--- src/rtl/fetch_unit.sv ---
// ---------------------------------------------------------------------------
// fetch_unit
//
// Instruction prefetcher. It walks a fetch PC through instruction memory,
// issues one word request per cycle while the prefetch queue has room, and
// captures each response (valid one cycle after its request) into a small
// FIFO. The consumer pops instructions with a valid/ready handshake. A
// redirect flushes the queue, kills any in-flight response and restarts
// fetching at the word-aligned redirect target.
//
// Parameters
//   XLEN      instruction width in bits
//   PC_W      byte-address width of the PC / instruction memory
//   DEPTH     prefetch queue entries (power of two, 2..16)
//   RESET_PC  fetch PC loaded on reset (word aligned)
//
// Ports
//   clk             rising-edge clock
//   reset           asynchronous active-high reset
//   imem_req        fetch request issued this cycle
//   imem_addr       byte address of the request
//   imem_rdata      response data, valid one cycle after imem_req
//   redirect_valid  branch/jump redirect; flushes and re-steers fetch
//   redirect_pc     redirect target (bits [1:0] ignored)
//   out_valid       queue head holds an instruction
//   out_ready       consumer accepts the head
//   out_instr       head instruction
//   out_pc          address of the head instruction
//   count           current queue occupancy
// ---------------------------------------------------------------------------
module fetch_unit #(
   parameter int              XLEN     = 32,
   parameter int              PC_W     = 8,
   parameter int              DEPTH    = 4,
   parameter logic [PC_W-1:0] RESET_PC = '0
) (
   input  logic                     clk,
   input  logic                     reset,
   output logic                     imem_req,
   output logic [PC_W-1:0]          imem_addr,
   input  logic [XLEN-1:0]          imem_rdata,
   input  logic                     redirect_valid,
   input  logic [PC_W-1:0]          redirect_pc,
   output logic                     out_valid,
   input  logic                     out_ready,
   output logic [XLEN-1:0]          out_instr,
   output logic [PC_W-1:0]          out_pc,
   output logic [$clog2(DEPTH):0]   count
);

   localparam int PTR_W = $clog2(DEPTH);
   localparam int CNT_W = PTR_W + 1;

   typedef struct packed {
      logic [XLEN-1:0] instr;
      logic [PC_W-1:0] pc;
   } entry_t;

   logic [PC_W-1:0]  fetch_pc_q,    fetch_pc_d;
   logic             inflight_q,    inflight_d;
   logic [PC_W-1:0]  inflight_pc_q, inflight_pc_d;
   logic [PTR_W-1:0] rd_ptr_q,      rd_ptr_d;
   logic [PTR_W-1:0] wr_ptr_q,      wr_ptr_d;
   logic [CNT_W-1:0] count_q,       count_d;

   entry_t           mem_q [DEPTH];
   entry_t           head;
   logic             push;
   logic             pop;
   logic [CNT_W:0]   occupancy;

   assign head      = mem_q[rd_ptr_q];
   assign out_valid = (count_q != '0);
   assign out_instr = head.instr;
   assign out_pc    = head.pc;
   assign count     = count_q;
   assign imem_addr = fetch_pc_q;

   // NOTE: every variable driven here gets a default first so no path through
   // the block leaves one unassigned, which would otherwise infer a latch.
   always_comb begin
      // The response to last cycle's request is the only push that can be
      // pending, so occupancy plus that flag is the full claim on the queue.
      // Pops this cycle are not credited, keeping the request path short.
      push      = inflight_q && !redirect_valid;
      pop       = out_valid && out_ready;
      occupancy = {1'b0, count_q} + {{CNT_W{1'b0}}, inflight_q};
      // reset gates the request combinationally so it drops without a clock.
      imem_req  = !reset && !redirect_valid && (occupancy < (CNT_W+1)'(DEPTH));

      fetch_pc_d    = fetch_pc_q;
      inflight_d    = imem_req;
      inflight_pc_d = fetch_pc_q;
      rd_ptr_d      = rd_ptr_q;
      wr_ptr_d      = wr_ptr_q;
      count_d       = count_q;

      if (redirect_valid) begin
         // A same-cycle pop still completes: the consumer took the head this
         // cycle, and everything else is dropped along with the in-flight word.
         fetch_pc_d = redirect_pc & ~PC_W'(3);
         inflight_d = 1'b0;
         rd_ptr_d   = '0;
         wr_ptr_d   = '0;
         count_d    = '0;
      end else begin
         if (imem_req) fetch_pc_d = fetch_pc_q + PC_W'(4);
         if (push)     wr_ptr_d   = wr_ptr_q + PTR_W'(1);
         if (pop)      rd_ptr_d   = rd_ptr_q + PTR_W'(1);
         count_d = count_q + CNT_W'(push) - CNT_W'(pop);
      end
   end

   // NOTE: sequential state uses non-blocking assignments so every register
   // samples the pre-edge values regardless of statement order.
   always_ff @(posedge clk or posedge reset) begin
      if (reset) begin
         fetch_pc_q    <= RESET_PC;
         inflight_q    <= 1'b0;
         inflight_pc_q <= '0;
         rd_ptr_q      <= '0;
         wr_ptr_q      <= '0;
         count_q       <= '0;
      end else begin
         fetch_pc_q    <= fetch_pc_d;
         inflight_q    <= inflight_d;
         inflight_pc_q <= inflight_pc_d;
         rd_ptr_q      <= rd_ptr_d;
         wr_ptr_q      <= wr_ptr_d;
         count_q       <= count_d;
      end
   end

   // NOTE: the queue storage is not reset; count_q gates every read, so stale
   // contents are never observable and the array can map to plain RAM/flops.
   always_ff @(posedge clk) begin
      if (push) mem_q[wr_ptr_q] <= '{instr: imem_rdata, pc: inflight_pc_q};
   end

endmodule

--- config.mk ---
export PLATFORM = sky130hd
export DESIGN_NAME = fetch_unit
export DESIGN_NICKNAME = d
export VERILOG_FILES = /design/src/rtl/fetch_unit.sv
export SDC_FILE = /design/constraint.sdc
export NUM_CORES = 1
export LEC_CHECK = 0
export CAP_MARGIN = 20
export CORE_UTILIZATION = 36
export CTS_BUF_LIST = sky130_fd_sc_hd__clkbuf_16
export DETAILED_ROUTE_END_ITERATION = 10
export SLEW_MARGIN = 20
export SYNTH_ARGS = -nofsm -noshare
export SYNTH_HDL_FRONTEND = slang
export SYNTH_SLANG_ARGS = --single-unit
--- constraint.sdc ---
create_clock -name clk -period 2.4 [get_ports clk]
set_input_delay 0.24 -clock clk [delete_from_list [all_inputs] [get_ports clk]]
set_output_delay 0.24 -clock clk [all_outputs]
set_load 0.05 [all_outputs]
==> flow_summary.yaml, run 1 <==
cts:
  htreeDepth: 4
  clk_pin_slew_ps: 70
  cts_sinks: 172
  clock_latency_ps: 420
  cts_root_buffer: "clkbuf_16"
  cts_tree: "built"
  holdBufCountCts: 0
  numCtsBuffers: 17
  clockBufferDepth: 2
placed_design:
  hpwl_mm: 7.04
  portBuffers: 90
  place_congestion: 0.779
pwr:
  pwr_density_cell_nw_per_um2: 1060
  finalPower_w: 0.00878
  ir_worst_vdd_uv: 796
  power_leakage_nw: 2.78
floorplanning:
  die_area_um2: 18600
  row_count: 48
  core_um2: 17500
  initial_core_util_pct: 37.2
  die_h_um: 136
  io_pins: 97
  die_w_um: 136
sta:
  slew_violations: 0
  finClkSkew_ps: 7.98
  setup_viol: 0
  period_share_pct: 93.8
  worst_slew_pin_slew_ps: 499
  tns_ps: 0
  rsz0062_at_grt: "false"
  hold_violations: 0
  max_slew_margin_pct: 66.6
  min_period_ps: 2250
  fmax_mhz: 444
synthesis:
  yosys_warnings: 0
  synthArstFlopShare_pct: 11.6
  syn_area_um2: 6510
  synth_edf_count: 152
  ys_seq_area_share_pct: 77.8
  synth-seq-cells: 172
  synth_cell_types: 35
  synth_cells: 300
  synth.avg_cell_area_um2: 21.7
  ys.flop_type: "edfxtp_1"
route:
  wl_per_cell_um: 18.0
  routed_wl_mm: 11.7
  dr.pass1.iters: 4
  drt_iter0_markers: 193
  antenna_left: 0
  drc: 0
  via_count: 3196
  vias_per_cell: 4.92
status:
  outcome: "complete, no violations"
critical_path:
  arrival_ps: 2010
  crit_type: "reg -> out"
  crit_required_ps: 2160
  worstPathMaxFanout: 7
  crit_path_start_kind: "flop"
  endpoint_kind: "output pin"
global_routing:
  antenna_found_initial: 0
  grt_pass1_vias: 3403
  grt_max_degree: 39
  grt_usage_pct: 14.0
  grt_pass1_wl_mm: 18.5
  overflow: 0
final_layout:
  utilization_pct: 47.3
  drive_gt1_share_pct: 31.1
  syn2layout_area_growth_pct: 26.9
  fin_nets: 465
  antenna_cells: 0
worst_hold_path:
  min_path_type: "in -> async"
job:
  cap_viol_max_count: 0
## worst paths after layout
kind,start,to,slack (ps),cells after the start
setup / recovery,count[1]$_DFF_PP0_,imem_req,150,6
hold / removal,reset,imem_addr[6]$_DFFE_PP0P_,350,3
setup reg to reg,count[1]$_DFF_PP0_,count[2]$_DFF_PP0_,340,8
hold reg to reg,imem_addr[7]$_DFFE_PP0P_,inflight_pc_q[7]$_DFF_PP0_,440,0
max in group asynchronous,reset,rd_ptr_q[0]$_DFFE_PP0P_,1820,3
min in group clk,redirect_pc[7],imem_addr[7]$_DFFE_PP0P_,380,3
## stage by stage
| stage | hold WS, ps | setup WS [ps] | cell area (um2) | std cells |
|---|---|---|---|---|
| 2_1_floorplan | 229 | 184 | 6520 | 303 |
| 3_3_place_gp | 417 | 279 | 7670 | 617 |
| 3_5_place_dp | 422 | 255 | 7670 | 617 |
| 4_1_cts | 339 | 111 | 8260 | 650 |
| 5_1_grt | 386 | 31.8 | 8260 | 650 |
| 6_report | 346 | 149 | 8260 | 650 |
## cell type report
type                    instances  area [um2]
multi-input cells             108        1360
clock buffers                  17         425
repair buffers                105         941
inverters                       8        30.0
clock inverters                15         151
flip-flops and latches        172        5070
well taps                     225         282
fillers                      1459        9220
## critical path, stage by stage (launching register included)
cell      delay (ps)
dfrtp_1          480
ha_1             270
nor3_2           180
a211oi_4          60
or2_1            290
nor2_2           160
buf_12           150
## cells in the mapped netlist, types with 2 or more instances
| library cell | n | area share, % |
|---|---|---|
| xnor2_1 | 3 | 0.40 |
| edfxtp_1 | 152 | 70 |
| buf_4 | 4 | 0.46 |
| o21ai_0 | 3 | 0.23 |
| buf_2 | 5 | 0.38 |
| nand4_1 | 3 | 0.29 |
| a221o_1 | 2 | 0.31 |
| and2_1 | 4 | 0.38 |
| dfrtp_1 | 20 | 7.7 |
| or3_1 | 3 | 0.29 |
| a31oi_1 | 3 | 0.29 |
| nor2b_1 | 4 | 0.38 |
| mux4_2 | 38 | 13 |
| inv_1 | 8 | 0.46 |
| nand2_1 | 5 | 0.29 |
| nor2_1 | 12 | 0.69 |
| ha_1 | 8 | 1.5 |
| clkbuf_1 | 5 | 0.29 |
| nor3_1 | 2 | 0.15 |
## report_power, final
group / internal [W] / switching (W)
Combinational: 0.000988 / 0.00163
Sequential: 0.00341 / 0.000112
Clock: 0.00153 / 0.00110
Total: 0.00593 / 0.00285
## metal layers
metal	wire length [um]	track usage (%)	vias up
met1	5080	17.3	1675
met4	146	5.37	0
met3	638	5.37	13
met5	0	0	-
met2	5800	22.3	71
li1	-	-	1437
## kinds of logic (layout without fill, tap and decap cells)
kind of cell / Yosys count / in the layout / share of synthesized area (%)
AO/OA/AOI/OAI: 13 / 13 / 1.61
XOR/XNOR: 4 / 4 / 0.538
adder cells (fa/ha/maj): 9 / 9 / 1.85
buffers and inverters: 23 / 145 / 1.65
flip-flops: 172 / 172 / 77.8
multiplexers: 39 / 39 / 13.3
other: 1 / 4 / 0.0576
AND/OR/NAND/NOR: 39 / 39 / 3.17
## state kept, by name (all words and copies together), names as in the netlist
register,cells
count,3
imem_addr,6
inflight_pc_q,6
inflight_q,1
mem_q,152
rd_ptr_q,2
wr_ptr_q,2
## repair_timing
| item | in CTS | in global routing |
|---|---|---|
| buffers inserted | 1 | 0 |
| setup endpoints to repair | 1 | 0 |
| resized for setup | 1 | 0 |
## cell usage in the layout (no fill, tap or decap), types with 2 or more instances in the layout
cell type and n:
conb_1 4, inv_1 10, nor2b_1 4, clkbuf_16 17
clkinvlp_4 4, nor2_1 11, o21ai_0 3, clkinv_2 2
buf_4 52, clkdlybuf4s50_1 51, a31oi_1 3, a221o_1 2
inv_6 2, mux4_2 38, nand4_1 3, bufinv_16 2
or3_1 3, nand2_1 5, clkinv_4 3, edfxtp_1 152
buf_12 2, ha_1 8, xnor2_1 3, dfrtp_1 18
and2_2 4
Note: power is estimated with default switching activity, not from simulation.
==> inputs of run 2 (changes only) <==
--- a/config.mk
+++ b/config.mk
@@ -5,9 +5,9 @@
 export SDC_FILE = /design/constraint.sdc
 export NUM_CORES = 1
 export LEC_CHECK = 0
-export CAP_MARGIN = 20
 export CORE_UTILIZATION = 36
 export CTS_BUF_LIST = sky130_fd_sc_hd__clkbuf_16
+export CTS_CLUSTER_SIZE = 10
 export DETAILED_ROUTE_END_ITERATION = 10
 export SLEW_MARGIN = 20
 export SYNTH_ARGS = -nofsm -noshare
==> results of run 2 <==
The final DEF is identical to that of run 1; final timing and power are the same.
==> inputs of run 3 (changes only) <==
--- a/config.mk
+++ b/config.mk
@@ -5,6 +5,7 @@
 export SDC_FILE = /design/constraint.sdc
 export NUM_CORES = 1
 export LEC_CHECK = 0
+export CORE_ASPECT_RATIO = 0.75
 export CORE_UTILIZATION = 36
 export CTS_BUF_LIST = sky130_fd_sc_hd__clkbuf_16
 export CTS_CLUSTER_SIZE = 10
==> run 3 against run 2 <==
Die area about the same; non-clock buffer count up 1; hold slack worse by 170 ps; sequential share of layout area down 0.33 points; flip-flop and latch count unchanged; register-to-register slack about the same; core utilization down 0.26 points; via count down 0.25%; first-iteration DRC count down 12%; final area up 0.48%; fmax up 0.46%; critical path type unchanged; wire length up 1.0%; largest cell class unchanged.
==> flow_summary.yaml, run 3 (synthesized netlist as in run 1, its figures left out) <==
route:
  drc: 0
  via_count: 3188
  wl_met3_um: 795
  vias_per_cell: 4.78
  wl_per_cell_um: 17.7
  wl_met2_mm: 5.38
  routed_wl_mm: 11.8
  drt_iter0_markers: 169
  dr.pass1.iters: 4
  highest_layer: "met4"
  wl_met1_mm: 5.54
  antenna_left: 0
pwr:
  finalPower_w: 0.00884
  pwr_density_cell_nw_per_um2: 1060
  power_leakage_nw: 2.80
  ir_worst_vdd_uv: 813
floorplanning:
  io_pins: 97
  die_h_um: 118
  die_w_um: 157
  core_um2: 17700
  row_count: 42
  die_area_um2: 18600
  initial_core_util_pct: 36.9
sta:
  fmax_mhz: 446
  min_period_ps: 2240
  period_share_pct: 93.4
  finClkSkew_ps: 4.75
  whs_ps: 178
  tns_ps: 0
  setup_viol: 0
  setup_ws_ps: 159
  worst_slew_pin_slew_ps: 509
  hold_violations: 0
  max_slew_margin_pct: 65.9
  slew_violations: 0
  rsz0062_at_grt: "false"
cts:
  cts_sinks: 172
  numCtsBuffers: 17
  holdBufCountCts: 0
  htreeDepth: 4
  clock_latency_ps: 410
  clockBufferDepth: 2
  clk_pin_slew_ps: 60
  cts_tree: "built"
  cts_root_buffer: "clkbuf_16"
critical_path:
  ff2ff_path_depth: 8
  worstPathMaxFanout: 7
  crit_path_start_kind: "flop"
  endpoint_kind: "output pin"
  crit_type: "reg -> out"
  crit_required_ps: 2160
  arrival_ps: 2000
final_layout:
  max_flop_register: "mem_q"
  final_cell_mix: "edfxtp_1, buf_4, clkdlybuf4s50_1"
  drive_gt1_share_pct: 30.6
  antenna_cells: 0
  layoutNonFillerInstCount: 667
  multi_input_area_um2: 1360
  fillers: 1527
  syn2layout_area_growth_pct: 27.5
  largest_register_ff_count: 152
  final_common_cell: "edfxtp_1"
  fin_nets: 466
  seq_area_um2: 5070
global_routing:
  antenna_found_initial: 0
  grt_pass1_wl_mm: 18.4
  grt_usage_pct: 13.9
  grt_pass1_vias: 3348
  grt_max_degree: 28
  overflow: 0
status:
  outcome: "complete, no violations"
placed_design:
  place_congestion: 0.758
  portBuffers: 90
  pre_cts_ws_ps: 300
  dp_cells: 635
  hpwl_mm: 7.47
job:
  cap_viol_max_count: 0
worst_hold_path:
  min_path_type: "in -> async"
## run 3: final timing paths
path	from	endpoint	slack, ps
max	count[1]$_DFF_PP0_	out_valid	160
min	reset	imem_addr[5]$_DFFE_PP0P_	180
max reg2reg	count[1]$_DFF_PP0_	count[2]$_DFF_PP0_	340
min reg2reg	imem_addr[7]$_DFFE_PP0P_	inflight_pc_q[7]$_DFF_PP0_	450
max in group asynchronous	reset	rd_ptr_q[0]$_DFFE_PP0P_	1730
min in group clk	redirect_pc[4]	imem_addr[4]$_DFFE_PP0P_	400
## run 3: worst max-delay path: stages, from the launching register on
cell and delay (ps):
dfrtp_1 480, or3_1 400, clkdlybuf4s50_1 710
## run 3: per-layer routing
layer / track usage, % / vias up
met4: 5.10 / 0
met2: 20.2 / 79
met5: 0 / -
met3: 5.61 / 6
li1: - / 1433
met1: 18.7 / 1670
## run 3: cell type report
class / count / share of cell area, %
sequential: 172 / 61.1
multi-input combinational: 108 / 16.4
timing repair buffer: 106 / 11.6
clock buffer: 17 / 5.13
tap: 242 / 3.65
clock inverter: 14 / 1.84
inverter: 8 / 0.362
## run 3: power by group
group | internal [W] | switching (W) | leakage [nW]
registers | 0.00341 | 0.000117 | 1.61
clock network | 0.00161 | 0.00104 | 0.283
logic | 0.00102 | 0.00164 | 0.900
## run 3: per-stage QoR
step	instance area (um2)	util, %
after CTS	8300	47.0
after global routing	8300	47.0
after floorplan	6520	-
final	8300	47.0
after global placement	7710	43.7
after detailed placement	7710	43.7
## run 3: timing repair
item,in CTS,in global routing
setup buffers,1,0
resized for setup,1,0
setup endpoints to repair,1,0
